==> src/rtl/touch_sample_scheduler.sv <==
// touch_sample_scheduler: gathers windows of touch samples from the LT24 driver,
// rejects noisy windows, averages and scales accepted ones to 240x320 pixels and
// hands points downstream over valid/ready. Pen lift is detected by an ACQ timeout.
module touch_sample_scheduler #(
   parameter int unsigned AVG_LOG2      = 2,
   parameter int unsigned SPREAD_MAX    = 64,
   parameter int unsigned PENUP_TIMEOUT = 500000
) (
   input  logic        clk,
   input  logic        reset_n,
   input  logic        arm,
   output logic        drv_en,
   input  logic        drv_pos_ready,
   input  logic [11:0] drv_x_pos,
   input  logic [11:0] drv_y_pos,
   output logic        pt_valid,
   input  logic        pt_ready,
   output logic [7:0]  pt_x,
   output logic [8:0]  pt_y,
   output logic        stroke_end,
   output logic        reject
);

   localparam int unsigned SumW = 12 + AVG_LOG2;
   localparam int unsigned CntW = AVG_LOG2 + 1;
   localparam int unsigned TmoW = $clog2(PENUP_TIMEOUT + 1);

   typedef enum logic [2:0] {StIdle, StAcq, StCheck, StScale, StOut} state_e;

   state_e          state_q, state_d;
   logic [SumW-1:0] sum_x_q, sum_x_d, sum_y_q, sum_y_d;
   logic [11:0]     min_x_q, min_x_d, max_x_q, max_x_d;
   logic [11:0]     min_y_q, min_y_d, max_y_q, max_y_d;
   logic [CntW-1:0] cnt_q, cnt_d;
   logic [TmoW-1:0] tmo_q, tmo_d;
   logic            stroke_q, stroke_d;
   logic [7:0]      pt_x_q, pt_x_d;
   logic [8:0]      pt_y_q, pt_y_d;
   logic            clear_win;

   logic [11:0] avg_x, avg_y, spread_x, spread_y;
   logic [19:0] ax_ext, prod_x;
   // 4095 * 320 needs 21 bits; a 20-bit product would wrap for the bottom rows.
   logic [20:0] ay_ext, prod_y;
   logic        spread_bad, cnt_full, tmo_last;

   assign avg_x      = sum_x_q[SumW-1:AVG_LOG2];
   assign avg_y      = sum_y_q[SumW-1:AVG_LOG2];
   assign ax_ext     = {8'd0, avg_x};
   assign ay_ext     = {9'd0, avg_y};
   assign prod_x     = (ax_ext << 8) - (ax_ext << 4);
   assign prod_y     = (ay_ext << 8) + (ay_ext << 6);
   assign spread_x   = max_x_q - min_x_q;
   assign spread_y   = max_y_q - min_y_q;
   assign spread_bad = ({20'd0, spread_x} > SPREAD_MAX) || ({20'd0, spread_y} > SPREAD_MAX);
   assign cnt_full   = (cnt_q == CntW'(1 << AVG_LOG2));
   assign tmo_last   = (tmo_q == TmoW'(PENUP_TIMEOUT - 1));

   assign pt_x = pt_x_q;
   assign pt_y = pt_y_q;

   // Next-state, datapath updates and decoded outputs.
   always_comb begin
      state_d    = state_q;
      sum_x_d    = sum_x_q;
      sum_y_d    = sum_y_q;
      min_x_d    = min_x_q;
      max_x_d    = max_x_q;
      min_y_d    = min_y_q;
      max_y_d    = max_y_q;
      cnt_d      = cnt_q;
      tmo_d      = tmo_q;
      stroke_d   = stroke_q;
      pt_x_d     = pt_x_q;
      pt_y_d     = pt_y_q;
      clear_win  = 1'b0;
      drv_en     = 1'b1;
      pt_valid   = 1'b0;
      stroke_end = 1'b0;
      reject     = 1'b0;

      unique case (state_q)
         StIdle: begin
            drv_en    = 1'b0;
            clear_win = 1'b1;
            tmo_d     = '0;
            stroke_d  = 1'b0;
            if (arm) state_d = StAcq;
         end
         StAcq: begin
            if (!arm) begin
               state_d   = StIdle;
               clear_win = 1'b1;
               tmo_d     = '0;
               stroke_d  = 1'b0;
            end else if (cnt_full) begin
               // Window complete; further driver pulses are dropped from here on.
               state_d = StCheck;
            end else if (drv_pos_ready) begin
               sum_x_d = sum_x_q + SumW'(drv_x_pos);
               sum_y_d = sum_y_q + SumW'(drv_y_pos);
               if (cnt_q == '0) begin
                  min_x_d = drv_x_pos;
                  max_x_d = drv_x_pos;
                  min_y_d = drv_y_pos;
                  max_y_d = drv_y_pos;
               end else begin
                  if (drv_x_pos < min_x_q) min_x_d = drv_x_pos;
                  if (drv_x_pos > max_x_q) max_x_d = drv_x_pos;
                  if (drv_y_pos < min_y_q) min_y_d = drv_y_pos;
                  if (drv_y_pos > max_y_q) max_y_d = drv_y_pos;
               end
               cnt_d = cnt_q + CntW'(1);
               tmo_d = '0;
            end else if (tmo_last) begin
               clear_win = 1'b1;
               tmo_d     = '0;
               if (stroke_q) begin
                  stroke_end = 1'b1;
                  stroke_d   = 1'b0;
               end
            end else begin
               tmo_d = tmo_q + TmoW'(1);
            end
         end
         StCheck: begin
            if (!arm) begin
               state_d   = StIdle;
               clear_win = 1'b1;
               stroke_d  = 1'b0;
            end else if (spread_bad) begin
               reject    = 1'b1;
               clear_win = 1'b1;
               state_d   = StAcq;
            end else begin
               state_d = StScale;
            end
         end
         StScale: begin
            if (!arm) begin
               state_d   = StIdle;
               clear_win = 1'b1;
               stroke_d  = 1'b0;
            end else begin
               pt_x_d  = prod_x[19:12];
               pt_y_d  = prod_y[20:12];
               state_d = StOut;
            end
         end
         StOut: begin
            pt_valid = 1'b1;
            // A pending point always completes its handshake, even with arm low.
            if (pt_ready) begin
               stroke_d  = 1'b1;
               clear_win = 1'b1;
               state_d   = arm ? StAcq : StIdle;
            end
         end
         default: begin
            state_d = StIdle;
         end
      endcase

      if (clear_win) begin
         sum_x_d = '0;
         sum_y_d = '0;
         min_x_d = '0;
         max_x_d = '0;
         min_y_d = '0;
         max_y_d = '0;
         cnt_d   = '0;
      end
   end

   // State and datapath registers with synchronous active-low reset.
   always_ff @(posedge clk) begin
      if (!reset_n) begin
         state_q  <= StIdle;
         sum_x_q  <= '0;
         sum_y_q  <= '0;
         min_x_q  <= '0;
         max_x_q  <= '0;
         min_y_q  <= '0;
         max_y_q  <= '0;
         cnt_q    <= '0;
         tmo_q    <= '0;
         stroke_q <= 1'b0;
         pt_x_q   <= '0;
         pt_y_q   <= '0;
      end else begin
         state_q  <= state_d;
         sum_x_q  <= sum_x_d;
         sum_y_q  <= sum_y_d;
         min_x_q  <= min_x_d;
         max_x_q  <= max_x_d;
         min_y_q  <= min_y_d;
         max_y_q  <= max_y_d;
         cnt_q    <= cnt_d;
         tmo_q    <= tmo_d;
         stroke_q <= stroke_d;
         pt_x_q   <= pt_x_d;
         pt_y_q   <= pt_y_d;
      end
   end

endmodule

==> config.mk <==
export PLATFORM = sky130hd
export DESIGN_NAME = touch_sample_scheduler
export DESIGN_NICKNAME = d
export VERILOG_FILES = /design/src/rtl/touch_sample_scheduler.sv
export SDC_FILE = /design/constraint.sdc
export NUM_CORES = 1
export LEC_CHECK = 0
export CORE_MARGIN = 2
export CORE_UTILIZATION = 50
export DETAILED_ROUTE_END_ITERATION = 8
export HOLD_SLACK_MARGIN = 0.02
export PLACE_DENSITY = 0.7
export SYNTH_ARGS = -nofsm -noshare
export SYNTH_HDL_FRONTEND = slang
export SYNTH_SLANG_ARGS = --single-unit
==> constraint.sdc <==
create_clock -name clk -period 6.1 [get_ports clk]
set_input_delay 0.915 -clock clk [delete_from_list [all_inputs] [get_ports clk]]
set_output_delay 0.915 -clock clk [all_outputs]
set_load 0.05 [all_outputs]
==> metrics.md <==
| Metric | Value |
|---|---|
| Setup Skew | `0.01179 ns` |
| Initial core utilization | `50.89%` |
| CTS sink cnt | `119` |
| Cell Chain, Critical Path | `inv_1, ha_1, fa_1, nor2b_1, o21bai_1, a21boi_0, nand4bb_1, a21oi_1, o2111a_1, nand3_1, buf_4, and4b_1, clkdlybuf4s50_1` |
| Fin crit share | `82.72%` |
| Top cells by count, synth | `119 x dfxtp_1, 112 x ha_1, 78 x inv_1` |
| Largest family of logic cells by synthesized area | `simple AND/OR/NAND/NOR gates` |
| Status | `finished clean` |
| Met2 Usage GRT | `39.25%` |
| Antenna Cells | `0` |
| Share of layout cells above drive strength 1 | `8.973%` |
| Root Buffer | `clkbuf_16` |
| IO Pins | `50` |
| DR vias | `8076` |
| Top Usage Layer GRT | `met2` |
| Worst Max-Slew Pin Slew | `1.157 ns` |
| Most frequent cell after synthesis | `dfxtp_1` |
| Critical Path RT | `5.18 ns` |
| Die X | `139.0 um` |
| Initial drt markers | `411` |
| Grt met1 use | `30.84%` |
| Synthesized flop and latch total | `119` |
| Hold path cells | `2` |
| Core Box Area | `17900 um^2` |
| Critical Path End Type | `output pin` |
| TritonCTS clock tree | `yes` |
| Post-synthesis simple-gate area fraction | `22.36%` |
| Final WL | `22.40 mm` |
| GRT overflow | `0` |
| Post-Syn Instances | `1106` |
| Largest net degree at the start of global routing | `38` |
| Asr flop ratio synth | `0%` |
| HPWL Detailed | `16.01 mm` |
| Crit path time final | `5.046 ns` |
| Gr usage total | `23.56%` |
| XOR/XNOR Fraction of Synth Area | `5.287%` |
| Chip Height | `139.0 um` |
| Post-synth net total | `1251` |
| Mapped cell area | `9111 um^2` |
| Fmax achieved | `0.1982 GHz` |
| DP Cell Count | `1356` |
| Syn Area/Cell | `8.238 um^2` |
| Sequential fraction of the synthesis area | `26.15%` |
| GRT met3 Usage | `4.144%` |
| RR Startpoint | `max_y_q[0]$_SDFFE_PP0P_` |
| DR WL/cell | `16.14 um` |
| Post-route ant nets | `0` |
| Fraction of the mapped netlist area in compound gates | `17.81%` |
| Detailed-route DRC error count | `0` |
| Vias per std cell | `5.818` |
| Multiplexer share of the synthesized area | `6.894%` |
| # nets final | `1291` |
| Worst R2R End | `sum_x_q[11]$_SDFFE_PP0P_` |
| Synth Flop Type | `dfxtp_1` |
| Area share of the largest cell type after synthesis | `26.15%` |
| Number of flops mapped to enable cells by yosys | `0` |
| Critical Path Max Stage Delay | `0.80 ns` |
| Max-cap violation count | `0` |
| Rows | `49` |
| Slowest CP cell | `clkdlybuf4s50_1` |
| DIE AREA | `19320 um^2` |
| P_leak | `4.119 nW` |
| Crit Path Max Fanout | `30` |
| Area Growth Syn to Fin | `14.98%` |
| First-pass GRT wire length | `37.55 mm` |
| Resized Gates After CTS | `0` |
| Post-layout util | `58.52%` |
| RSZ-0062 raised after global routing | `no` |
| Hold wc startpoint | `pt_y[0]$_SDFFE_PN0P_` |
| Relative slew margins | `22.87%` |
| Non-filler cells, final | `1388` |
| Setup TNS | `0 ns` |
| FF-to-FF path depth | `12` |
| Hold Crit Class | `flip-flop to flip-flop` |
| Startpoint types | `flip-flop` |
| WS Path Type | `flip-flop to output pin` |
| Routability cong. | `0.8569` |
| Clock Tree Buf Depth | `2` |
| Antenna violations before repair | `0` |
| PwrDens | `207.9 nW/um^2` |
| Input/output buffers | `49` |
| Syn. warnings | `0` |
| Adder-cell share of the synthesized area | `16.26%` |
| DR pass1 iterations | `5` |
| Number of global-route vias before repair | `7753` |
| Final hold vios | `0` |
| Final Max Tran Viols | `0` |
| Worst Hold End | `pt_y[0]$_SDFFE_PN0P_` |
| Synth cell types | `69` |
| CP Data Arrival Time | `4.13 ns` |
| Final setup viols | `0` |
| Postcts setup bufs | `0` |
| Hold buffers post-CTS | `0` |
| Flop-to-flop setup slack | `2.21 ns` |
| Clock latency on the worst-skew pair | `0.43 ns` |
| H-tree level count | `4` |
| CTS clk-pin slew, worst paths | `0.06 ns` |
| Num CTS Buffers | `17` |
| Maximum vdd drop | `0.2018 mV` |
| Post-synth top area cell | `dfxtp_1` |
| Top cells by area, synth | `dfxtp_1 26%, ha_1 15%, mux2i_1 4.2%` |
==> state kept, by name, indices dropped and copies added (netlist names) <==
| name | count |
|---|---|
| cnt_q | 3 |
| max_x_q | 12 |
| max_y_q | 12 |
| min_x_q | 12 |
| min_y_q | 12 |
| pt_x | 8 |
| pt_y | 9 |
| state_q | 3 |
| stroke_q | 1 |
| sum_x_q | 14 |
| sum_y_q | 14 |
| tmo_q | 19 |
==> logic make-up (layout without fill, tap and decap cells) <==
group                      Yosys count  count (layout)
xor gates and xnor gates            55              55
AOI/OAI and AO/OA                  253             253
adders and majority gates          116             116
and+or+nand+nor                    382             382
muxes                               60              60
DFF                                119             119
buffers and inverters              121             174
==> how the worst max path moves through the flow <==
stage	slack, ns	startpoint	cells past startpoint	end
6_report	1.05	max_y_q[0]$_SDFFE_PP0P_	13	reject
5_1_grt	0.81	max_y_q[0]$_SDFFE_PP0P_	13	reject
3_3_place_gp	1.54	max_y_q[0]$_SDFFE_PP0P_	13	reject
2_1_floorplan	1.93	arm	5	stroke_end
3_5_place_dp	1.53	max_y_q[0]$_SDFFE_PP0P_	13	reject
4_1_cts	1.06	max_y_q[0]$_SDFFE_PP0P_	13	reject
==> layout by cell type (no fill, tap or decap), types with 11 or more instances in the layout <==
cell,n
nand2b_1,15
nor2_1,75
a21oi_1,70
dfxtp_1,119
inv_1,78
o21a_1,11
nor2b_1,18
ha_1,112
clkbuf_16,17
mux2i_1,38
nor3_1,55
nand2_1,73
nand3_1,53
mux2_2,22
and3_1,14
xnor2_1,27
nand4_1,18
nor4_2,18
clkdlybuf4s50_1,49
o21ai_0,69
a21o_1,18
buf_4,14
xor2_1,28
==> area by class of cell <==
cell class	instances	area [um^2]
Inverter	79	296.5
Fill cell	1625	7426
Clock inverter	13	202.7
Sequential cell	119	2382
Tap cell	229	286.5
Timing Repair Buffer	63	595.6
Multi-Input combinational cell	866	6270
Clock buffer	19	442.9
==> power by group <==
part / total, mW / internal, mW / switching, mW
clock network: 1.11 / 0.733 / 0.379
logic: 0.279 / 0.104 / 0.175
registers: 0.787 / 0.782 / 0.00522
total: 2.18 / 1.62 / 0.560
==> metrics by stage <==
stage | setup slack [ns] | hold WS (ns) | total power, mW | area [um^2]
floorplan | 1.928 | 0.4518 | 0.9853 | 9111
global placement | 1.537 | 0.4420 | 1.076 | 9831
detailed placement | 1.531 | 0.4469 | 1.079 | 9831
CTS | 1.063 | 0.4551 | 2.193 | 10480
global route | 0.8127 | 0.4790 | 2.253 | 10480
finish | 1.054 | 0.4525 | 2.178 | 10480
==> metal layers <==
| layer | wire (um) | part of all wire (%) | vias up |
|---|---|---|---|
| met3 | 806 | 3.6 | 39 |
| met1 | 10650 | 48 | 3813 |
| met2 | 10440 | 47 | 133 |
| li1 | - | - | 4091 |
| met5 | 0 | 0 | - |
| met4 | 507 | 2.3 | 0 |
==> critical path: cells and delay by family (launching register included) <==
family / cells / cell delay (ns)
buffers and inverters: 3 / 1.15
AOI/OAI and AO/OA: 4 / 0.87
and+or+nand+nor: 4 / 0.68
adders and majority gates: 2 / 0.61
DFF: 1 / 0.35
No activity file was read; power rests on OpenSTA's default activity.
